--- src/rtl/uart_pkg.sv ---
// uart_pkg: shared definitions for the uart_tx serializer.
//   - state_t            : transmitter FSM encoding
//   - DATA_BITS          : payload width of one frame
//   - IDLE_LEVEL         : mark level driven on the line between frames
//   - calc_clks_per_bit  : clock cycles per serial bit, integer floor
// Optional build macro: UART_TX_PARITY_EN adds a PARITY state to the encoding.
package uart_pkg;

    localparam int unsigned DATA_BITS  = 8;
    localparam logic        IDLE_LEVEL = 1'b1;

`ifdef UART_TX_PARITY_EN
    typedef enum logic [2:0] {
        IDLE,
        START,
        DATA,
        PARITY,
        STOP
    } state_t;
`else
    typedef enum logic [2:0] {
        IDLE,
        START,
        DATA,
        STOP
    } state_t;
`endif

    function automatic int unsigned calc_clks_per_bit(input int unsigned clk_freq,
                                                      input int unsigned baud_rate);
        return clk_freq / baud_rate;
    endfunction

endpackage

--- src/rtl/uart_baud_gen.sv ---
// uart_baud_gen: per-bit cycle counter for the UART transmitter.
// Ports:
//   clk      - system clock, rising edge
//   rst      - asynchronous active-low reset
//   clear    - holds the counter at zero (asserted while the FSM is idle)
//   bit_done - one-cycle tick on the last cycle of each serial bit
module uart_baud_gen #(
    parameter int unsigned CLKS_PER_BIT = 5208
) (
    input  logic clk,
    input  logic rst,
    input  logic clear,
    output logic bit_done
);

    localparam int unsigned      CW   = $clog2(CLKS_PER_BIT);
    localparam logic [CW-1:0]    LAST = CW'(CLKS_PER_BIT - 1);

    logic [CW-1:0] cnt_q;
    logic [CW-1:0] cnt_d;

    always_comb begin
        cnt_d = cnt_q;
        if (clear || (cnt_q == LAST)) begin
            cnt_d = '0;
        end else begin
            cnt_d = cnt_q + 1'b1;
        end
    end

    always_ff @(posedge clk or negedge rst) begin
        if (!rst) begin
            cnt_q <= '0;
        end else begin
            cnt_q <= cnt_d;
        end
    end

    assign bit_done = !clear && (cnt_q == LAST);

endmodule

--- src/rtl/uart_tx.sv ---
// uart_tx: transmit-only 8N1 UART serializer.
// A byte is accepted on a single-cycle tx_start while idle and shifted out
// LSB first as start, 8 data bits, stop; tx_busy covers the whole frame.
// Ports:
//   clk      - system clock, rising edge
//   rst      - asynchronous active-low reset
//   tx_start - request strobe, sampled only while idle
//   tx_data  - byte to send, captured on the accepting edge
//   tx       - serial line (idles high), registered
//   tx_busy  - frame in progress, registered
// Optional build macro: UART_TX_PARITY_EN inserts a parity bit before stop
// (parameter PARITY_ODD selects odd parity, default even).
module uart_tx
    import uart_pkg::*;
#(
    parameter int unsigned CLK_FREQ     = 50_000_000,
    parameter int unsigned BAUD_RATE    = 9600,
`ifdef UART_TX_PARITY_EN
    parameter bit          PARITY_ODD   = 1'b0,
`endif
    parameter int unsigned CLKS_PER_BIT = calc_clks_per_bit(CLK_FREQ, BAUD_RATE)
) (
    input  logic                 clk,
    input  logic                 rst,
    input  logic                 tx_start,
    input  logic [DATA_BITS-1:0] tx_data,
    output logic                 tx,
    output logic                 tx_busy
);

    localparam int unsigned          IDX_W    = $clog2(DATA_BITS);
    localparam logic [IDX_W-1:0]     LAST_IDX = IDX_W'(DATA_BITS - 1);

    state_t               state_q, state_d;
    logic [IDX_W-1:0]     idx_q, idx_d;
    logic [DATA_BITS-1:0] shift_q, shift_d;
    logic                 tx_q, tx_d;
    logic                 busy_q, busy_d;
    logic                 bit_done;

    // Counter held at zero while idle so the start bit gets a full period.
    uart_baud_gen #(
        .CLKS_PER_BIT(CLKS_PER_BIT)
    ) u_baud_gen (
        .clk      (clk),
        .rst      (rst),
        .clear    (state_q == IDLE),
        .bit_done (bit_done)
    );

    // State register (also holds the registered outputs).
    always_ff @(posedge clk or negedge rst) begin
        if (!rst) begin
            state_q <= IDLE;
            idx_q   <= '0;
            shift_q <= '0;
            tx_q    <= IDLE_LEVEL;
            busy_q  <= 1'b0;
        end else begin
            state_q <= state_d;
            idx_q   <= idx_d;
            shift_q <= shift_d;
            tx_q    <= tx_d;
            busy_q  <= busy_d;
        end
    end

    // Next-state logic.
    always_comb begin
        state_d = state_q;
        idx_d   = idx_q;
        shift_d = shift_q;
        case (state_q)
            IDLE: begin
                if (tx_start) begin
                    shift_d = tx_data;
                    state_d = START;
                end
            end
            START: begin
                if (bit_done) begin
                    state_d = DATA;
                    idx_d   = '0;
                end
            end
            DATA: begin
                if (bit_done) begin
                    if (idx_q == LAST_IDX) begin
`ifdef UART_TX_PARITY_EN
                        state_d = PARITY;
`else
                        state_d = STOP;
`endif
                    end else begin
                        idx_d = idx_q + 1'b1;
                    end
                end
            end
`ifdef UART_TX_PARITY_EN
            PARITY: begin
                if (bit_done) begin
                    state_d = STOP;
                end
            end
`endif
            STOP: begin
                if (bit_done) begin
                    state_d = IDLE;
                end
            end
            default: state_d = IDLE;
        endcase
    end

    // Output logic decodes the *next* state so tx/tx_busy can be registered
    // without adding a cycle of latency behind the FSM.
    always_comb begin
        tx_d   = IDLE_LEVEL;
        busy_d = (state_d != IDLE);
        case (state_d)
            START:  tx_d = 1'b0;
            DATA:   tx_d = shift_d[idx_d];
`ifdef UART_TX_PARITY_EN
            PARITY: tx_d = PARITY_ODD ? ~(^shift_d) : (^shift_d);
`endif
            default: tx_d = IDLE_LEVEL;
        endcase
    end

    assign tx      = tx_q;
    assign tx_busy = busy_q;

endmodule

--- config.mk ---
export PLATFORM = sky130hd
export DESIGN_NAME = uart_tx
export DESIGN_NICKNAME = d
export VERILOG_FILES = /design/src/rtl/uart_pkg.sv /design/src/rtl/uart_baud_gen.sv /design/src/rtl/uart_tx.sv
export SDC_FILE = /design/constraint.sdc
export NUM_CORES = 1
export LEC_CHECK = 0
export BUFFER_PORTS_ARGS = -buffer_cell sky130_fd_sc_hd__buf_4
export CELL_PAD_IN_SITES_DETAIL_PLACEMENT = 0
export CELL_PAD_IN_SITES_GLOBAL_PLACEMENT = 1
export CORE_ASPECT_RATIO = 1.75
export CORE_UTILIZATION = 45
export DETAILED_ROUTE_END_ITERATION = 6
export PLACE_DENSITY_LB_ADDON = 0.25
export SLEW_MARGIN = 5
export SYNTH_ARGS = -nofsm -noshare
export SYNTH_HDL_FRONTEND = slang
export SYNTH_SLANG_ARGS = --single-unit
--- constraint.sdc ---
create_clock -name clk -period 3.4 [get_ports clk]
set_clock_uncertainty 0.15 [all_clocks]
set_input_delay 0.17 -clock clk [delete_from_list [all_inputs] [get_ports clk]]
set_output_delay 0.17 -clock clk [all_outputs]
set_load 0.02 [all_outputs]
# [Word level (Yosys, flattened, before mapping)]
# Cells that the tools add are included.
[word_totals] reg_bits=29
[classes] addsub=2 n_reduce_logical=5 n_mux=16 n_eq_ne=7 order_cmp=1
[ops] op="3-bit 2-to-1 mux" n=8
[ops] op="8-bit 2-to-1 mux" n=2
[ops] op="13-bit by 1-bit adder with 13-bit output (second input constant)" n=1
[ops] op="13-bit == test (second input constant)" n=1
[ops] op="13-bit 2-to-1 mux" n=1
[ops] op="3-bit case mux with 4 select lines" n=1
[ops] op="3-bit by 2-bit == test with 1-bit output (second input constant)" n=3
[ops] op="3-bit by 1-bit == test with 1-bit output (second input constant)" n=2
[ops] op="3-bit case mux with 2 select lines" n=1
[ops] op="3-bit by 4-bit < comparator with 1-bit output (second input constant)" n=1
[ops] op="3-bit by 1-bit adder with 3-bit output (second input constant)" n=1
[ops] op="1-bit binary-select mux with 3-bit select" n=1
[ops] op="3-bit == test (second input constant)" n=1
[ops] op="3-bit logical NOT" n=1
[ops] op="3-bit nonzero test" n=1
[ops] op="1-bit case mux with 2 select lines" n=1
[ops] op="1-bit logical AND" n=1
[ops] op="1-bit logical NOT" n=1
[ops] op="1-bit logical OR" n=1
[ops] op="1-bit 2-to-1 mux" n=1

# [Logic depth before layout (Yosys ltp)]
# Gate-level depths: netlist of the first run.
[logic_depth] ltp_word=8 ltp_mapped=9 mapped_depth_nobuf=7

# [By module]
# From an unflattened synthesis of the first run, not the netlist that was laid out.
[hier_totals] cells_unflattened=172 hier_area_um2=1656.6
[by_module_without_submodules] module="uart_tx" area_each_um2=973.4 instances=1 cells_each=104
[by_module_without_submodules] module="uart_baud_gen" area_each_um2=683.2 instances=1 cells_each=68

# [Worst setup path before layout of the first run]
# OpenSTA, ideal clock, no wires.
[synth_path] path_type="register to register" start="reg u_baud_gen.cnt_q[8]" end="reg tx_q (netlist: tx)" setup_slack_ns=0.921 required_time_ns=3.172 path_stages_with_launch=9 setup_time_ns=0.078 t_arrival_ns=2.251 path_cell_list="dfrtp_1 -> or4b_1 -> buf_2 -> or4_4 -> buf_6 -> a31o_1 -> a211oi_2 -> o211ai_1 -> and3_1"
[synth_between] elab_chain_cells=7 word_cells_on_any_way=14 cone_classes="3 x eq/ne; 10 x mux; 1 x reduce/logical"
[synth_rtl] item="from (decl)" line_no="uart_baud_gen.sv:19" source="logic [CW-1:0] cnt_q;"
[synth_rtl] item="from (signal assigned)" line_no="uart_baud_gen.sv:35" source="cnt_q <= cnt_d;"
[synth_rtl] item="13-bit == test *" line_no="uart_baud_gen.sv:39" source="assign bit_done = !clear && (cnt_q == LAST);"
[synth_rtl] item="1-bit logical AND *" line_no="uart_baud_gen.sv:39"
[synth_rtl] item="3-bit 2-to-1 mux (on tied branches)" line_no="uart_tx.sv:87, uart_tx.sv:81"
[synth_rtl] item="3-bit case mux with 2 select lines" line_no="uart_tx.sv:73" source="case (state_q)"
[synth_rtl] item="1-bit binary-select mux with 3-bit select" line_no="uart_tx.sv:122" source="DATA: tx_d = shift_d[idx_d];"
[synth_rtl] item="1-bit 2-to-1 mux (implied by the code)" line_no="uart_tx.sv:122"
[synth_rtl] item="1-bit case mux with 2 select lines *" line_no="uart_tx.sv:120" source="case (state_d)"
[synth_rtl] item="net tx_d" line_no="uart_tx.sv:37" source="logic tx_q, tx_d;"
[synth_rtl] item="to (signal assigned)" line_no="uart_tx.sv:63" source="tx_q <= tx_d;"
[synth_rtl] item="to (decl)" line_no="uart_tx.sv:37"
# The timed path passes the listed nets; every way through them passes the cells marked *. The select of a mux whose other input is x is not followed.

# [Worst setup path in the final report of the first run]
# Same ends and word-level chain as after synthesis.

==> flow_summary.yaml, run 1 <==
die:
  die_x_um: 46.4
  start_util: 0.483
  fp.dieH_um: 79.6
  dieArea_mm2: 0.00369
  pin_count: 13
  coreArea_mm2: 0.00321
  rows: 27
grt:
  first_global_vias: 1201
  grt_pass1_wl_mm: 5.51
  grt_start_max_net_pins: 30
  antenna_found_initial: 0
  grt-ovfl-total: 0
  grt_usage: 0.209
clock_tree:
  clkSinkCount: 29
  cts_buffer_depth: 2
  clkTransAtPathRegs_ps: 70
  cts_tree: "done"
  cts_setup_buffers: 0
  cts_buffers: 5
  clock_latency_ps: 280
  htreeDepth: 2
  cts-root-buf: "clkbuf_8"
timing:
  finalHoldViolations: 0
  timing.fmax_mhz: 367
  min_period_over_period: 0.801
  fin_crit_ps: 2720
  slew_viol_final: 0
  rsz0062_at_grt: "false"
  slew_headroom: 0.483
  fin_tns_setup_ps: 0
  worst_slew_pin_slew_ps: 768
  finalSetupViolations: 0
setup_path:
  end_kind: "flop"
  crit_arrival_ps: 2790
  path_max_fanout: 9
  startpoint_type: "flop"
  criticalPathCategory: "flop to flop"
  worst-endpoint-required_ps: 3470
job:
  drv_cap: 0
layout:
  nNetsFinal: 178
  num_antenna_cells: 0
  final_core_util: 0.567
  final_layout_size_suffix_gt1_frac: 0.253
  fill_cells: 277
  area_growth_pct: 17.5
placed_design:
  io_buffers: 12
  hpwl_mm: 2.28
  gp_congestion: 0.786
drt:
  avgViaCountPerCell: 5.59
  via_count: 1169
  avgRoutedWirePerCell_um: 15.6
  drt-initial-drc-count: 20
  dr.pass1.iters: 4
  wl_mm: 3.26
  ant_nets: 0
  drc_errors: 0
yosys:
  synth_edf_count: 0
  ys.flop_type: "dfrtp_1"
  yosys-top-cells-count: "28 x dfrtp_1, 14 x nor2_1, 8 x mux2_2, 8 x nand2_1, 7 x xor2_1"
  synth_cell_type_count: 49
  yosysMostFrequentCell: "dfrtp_1"
  async_flop_share: 1.00
  synthesis.area_mm2: 0.00155
  synth_warnings: 0
  synth_area_leaders: "dfrtp_1 45%, mux2_2 5.8%, xor2_1 4.0%"
  synth_nets: 158
  yosys.area.top_type: "dfrtp_1"
  synth_area_per_cell_um2: 10.7
  ys_seq_area_frac: 0.469
  ys_ff_latch: 29
  synth_top_area_share: 0.452
  synthCells: 145
hold_path:
  min_path_type: "primary input to flop"
pwr:
  peakVddDrop_mv: 0.343
  p_leak_nw: 0.787
  power_density_mw_per_mm2: 429
outcome:
  status: "finished clean"
[metal layers]
layer,vias up,share of wire,GRT usage
li1,564,-,-
met1,585,0.40,0.235
met2,16,0.57,0.361
met3,4,0.020,0.0339
met4,0,0.013,0.0971
met5,-,0,0
[cell families after synthesis]
family | share of synthesized area
buffers and inverters | 0.0339
adder cells (fa/ha/maj) | 0.0162
AO/OA/AOI/OAI | 0.138
multiplexers | 0.0582
XOR/XNOR | 0.0622
other | 0.00242
AND/OR/NAND/NOR | 0.220
flip-flops | 0.469
[cells in the final DEF (no fill, tap or decap), types with 2 or more instances in the layout]
cell type,Yosys,routed
a211oi_1,2,2
or2_2,2,2
nand4b_1,5,5
a32o_1,2,2
a21o_1,2,2
dlygate4sd3_1,0,6
nand2b_1,2,2
xnor2_1,4,4
nor2_1,14,14
xor2_1,7,7
a21oi_1,3,3
buf_4,0,15
ha_1,2,2
nand2_1,8,8
a31o_2,2,2
nor3b_1,2,2
a22oi_1,2,2
nand3_1,6,6
clkbuf_8,0,5
nor3_1,2,2
clkinv_2,0,2
mux2_2,8,8
o21ai_0,2,2
dfrtp_1,28,28
a31o_1,2,2
and3_1,5,5
inv_1,3,3
or4b_1,2,2
[per-stage QoR]
step           std cells  hold slack (ps)  cell area [um^2]  setup slack, ps  power (W)
6_report             209             8.67              1820              677   0.000781
5_1_grt              209             7.64              1820              464   0.000826
4_1_cts              209             3.06              1820              721   0.000793
3_5_place_dp         195            -34.4              1670              737   0.000504
3_3_place_gp         195            -43.9              1670              809   0.000500
2_1_floorplan        145             -276              1550              921   0.000467
[layout make-up]
type	instances	area [um^2]	share of cell area
multi-input cells	105	769	0.423
inverters	3	11.3	0.00619
flip-flops and latches	29	727	0.399
well taps	43	53.8	0.0296
clock buffers	5	68.8	0.0378
clock inverters	3	17.5	0.00962
repair buffers	21	173	0.0948
[final timing paths]
path                                     startpoint                  end  slack (ps)  depth (start not counted)
worst max-delay path            u_baud_gen.cnt_q[8]                   tx         680                          6
worst min-delay path                     tx_data[4]           shift_q[4]           9                          2
worst max register to register  u_baud_gen.cnt_q[8]                   tx         680                          6
worst min register to register  u_baud_gen.cnt_q[0]  u_baud_gen.cnt_q[0]         340                          1
max in group asynchronous                       rst                   tx        2590                          2
min in group asynchronous                       rst           shift_q[2]         200                          2
[power breakdown]
group          switching (W)  internal [W]
Sequential         0.0000229      0.000378
Clock               0.000137      0.000141
Combinational      0.0000457     0.0000554
Total               0.000206      0.000575
[critical path, cell delays in order (launching register included)]
cell	delay (ps)
dfrtp_1	400
or4b_1	660
o41ai_2	740
nand4b_1	210
a211oi_2	220
o211ai_1	100
and3_1	170
[registers in the layout, indices dropped and copies added, names as in the netlist]
signal,cells
state_q,3
u_baud_gen.cnt_q,13
tx_busy,1
tx,1
idx_q,3
shift_q,8
[timing repair]
action / in CTS / in global routing
hold buffers: 6 / 0
resized for setup: 0 / 0
endpoints found under the hold margin: 34 / 0
(Power assumes the default switching activity.)
==> run 2: changes to the inputs <==
Settings changed: CORE_UTILIZATION 45 to 42.
Clock period 3.4 ns to 2.35 ns, I/O delays scaled along.
==> flow_summary.yaml, run 2 (synthesized netlist as in run 1, its figures left out) <==
outcome:
  status: "finished, violations left"
  violations: "setup timing"
setup_path:
  path_max_fanout: 6
  criticalPathCategory: "flop to flop"
  crit_arrival_ps: 2490
  path_cells: "ha_2 -> or4bb_1 -> or4_4 -> buf_6 -> nand4b_1 -> a22oi_2 -> o211ai_1 -> and3_1"
  startpoint_type: "flop"
  worst-endpoint-required_ps: 2430
  crit_path_max_incr_delay_ps: 550
  reg2reg_depth: 8
  crit_path_top_delay_cell: "or4_4"
  end_kind: "flop"
clock_tree:
  cts-root-buf: "clkbuf_8"
  cts_tree: "done"
  clkSinkCount: 29
  clock_latency_ps: 280
  cts_buffers: 5
  cts_setup_buffers: 0
  cts_buffer_depth: 2
  htreeDepth: 2
  clkTransAtPathRegs_ps: 60
layout:
  area_growth_pct: 33.6
  num_antenna_cells: 0
  largest-register: "u_baud_gen.cnt_q"
  top_regs: "u_baud_gen.cnt_q: 13 flops, shift_q: 8 flops"
  final_area_mm2: 0.00207
  final_common_cell: "buf_4"
  final_layout_size_suffix_gt1_frac: 0.370
  largest_register_ffs: 13
  nNetsFinal: 204
  mostFrequentLayoutCells: "37 x buf_4, 28 x dfrtp_1, 14 x nor2_1"
grt:
  grt-ovfl-total: 0
  antenna_found_initial: 0
  grt_start_max_net_pins: 30
  first_global_vias: 1347
  grt_pass1_wl_mm: 5.71
  grt_usage: 0.211
timing:
  fin_tns_setup_ps: -61.4
  min_period_over_period: 1.03
  fin_crit_ps: 2410
  whs_ps: 151
  worst_slack_ps: -61.4
  timing.fmax_mhz: 415
  finalSetupViolations: 1
  rsz0062_at_grt: "true"
  finalHoldViolations: 0
  slew_viol_final: 0
pwr:
  p_int_w: 0.000854
  seqPwrFrac: 0.499
  power_density_mw_per_mm2: 554
  pwr-share-clk: 0.340
  peakVddDrop_mv: 0.523
  p_switching_w: 0.000293
  p_leak_nw: 0.920
  power.total_w: 0.00115
  p_comb_frac: 0.161
  swShare: 0.256
drt:
  drt-initial-drc-count: 30
  via_count: 1291
  drc_errors: 0
  dr.pass1.iters: 4
  avgRoutedWirePerCell_um: 15.0
  avgViaCountPerCell: 5.45
  wl_mm: 3.55
  ant_nets: 0
placed_design:
  io_buffers: 12
  post_dp_cell_area_mm2: 0.00187
  hpwl_mm: 2.44
  gp_congestion: 0.818
job:
  drv_cap: 0
die:
  rows: 28
  start_util: 0.451
  dieArea_mm2: 0.00394
  pin_count: 13
  fp.dieH_um: 82.3
  die_x_um: 47.9
  coreArea_mm2: 0.00343
hold_path:
  min_path_type: "primary input to asynchronous set/reset pin"
run 2: cell types whose count changed in the layout (fill, tap and decap cells not counted), sizes merged:
cell         before  now
buf              15   38
dlygate4sd3       6    9
clkbuf            5    6
clkinvlp          1    0
run 2: power by group through the flow:
stage	Sequential (W)	Combinational, W	Clock, W
CTS	0.000572	0.000186	0.000401
floorplan	0.000579	0.0000981	0
detailed placement	0.000580	0.000171	0
global placement	0.000578	0.000165	0
global route	0.000580	0.000204	0.000423
finish	0.000572	0.000185	0.000389
run 2: cell type report:
| cell class | instances | area [um^2] |
|---|---|---|
| fill | 314 | 1360 |
| multi-input combinational | 105 | 813 |
| sequential | 29 | 727 |
| timing repair buffer | 47 | 379 |
| clock buffer | 6 | 72.6 |
| tap | 45 | 56.3 |
| inverter | 3 | 11.3 |
| clock inverter | 2 | 10.0 |
run 2: per-stage QoR:
step	cells	utilization	setup slack [ps]
after floorplan	145	-	-86.6
after global placement	220	0.544	-86.9
after detailed placement	220	0.544	-155
after CTS	237	0.603	-44.7
after global routing	237	0.603	-164
final	237	0.603	-61.4
run 2: critical path, delay by kind of cell, from the launching register on:
| family | cells | cell delay [ps] |
|---|---|---|
| AO/OA/AOI/OAI | 2 | 250 |
| buffers and inverters | 1 | 150 |
| AND/OR/NAND/NOR | 4 | 1260 |
| adder cells (fa/ha/maj) | 1 | 190 |
| flip-flops | 1 | 360 |
run 2: path summary, 6_finish.rpt:
check                                start         end  slack [ps]
worst max-delay path              idx_q[0]          tx         -60
worst min-delay path                   rst  shift_q[3]         150
worst max register to register    idx_q[0]          tx         -60
worst min register to register  shift_q[0]  shift_q[0]         350
max in group asynchronous              rst          tx        1580
min in group clk                  tx_start  state_q[0]         280
run 2: routing by layer:
layer	part of all wire	global-route usage	vias to the layer above
met3	0.023	0.0478	13
met2	0.56	0.381	21
met5	0	0	-
met1	0.38	0.204	637
met4	0.035	0.119	0
li1	-	-	620
run 2: what timing repair did:
| action | CTS | global route |
|---|---|---|
| hold endpoints to repair | 37 | 0 |
| resized for setup | 7 | 0 |
| pin swaps | 8 | 5 |
| setup endpoints to repair | 2 | 1 |
| hold buffers | 9 | 0 |
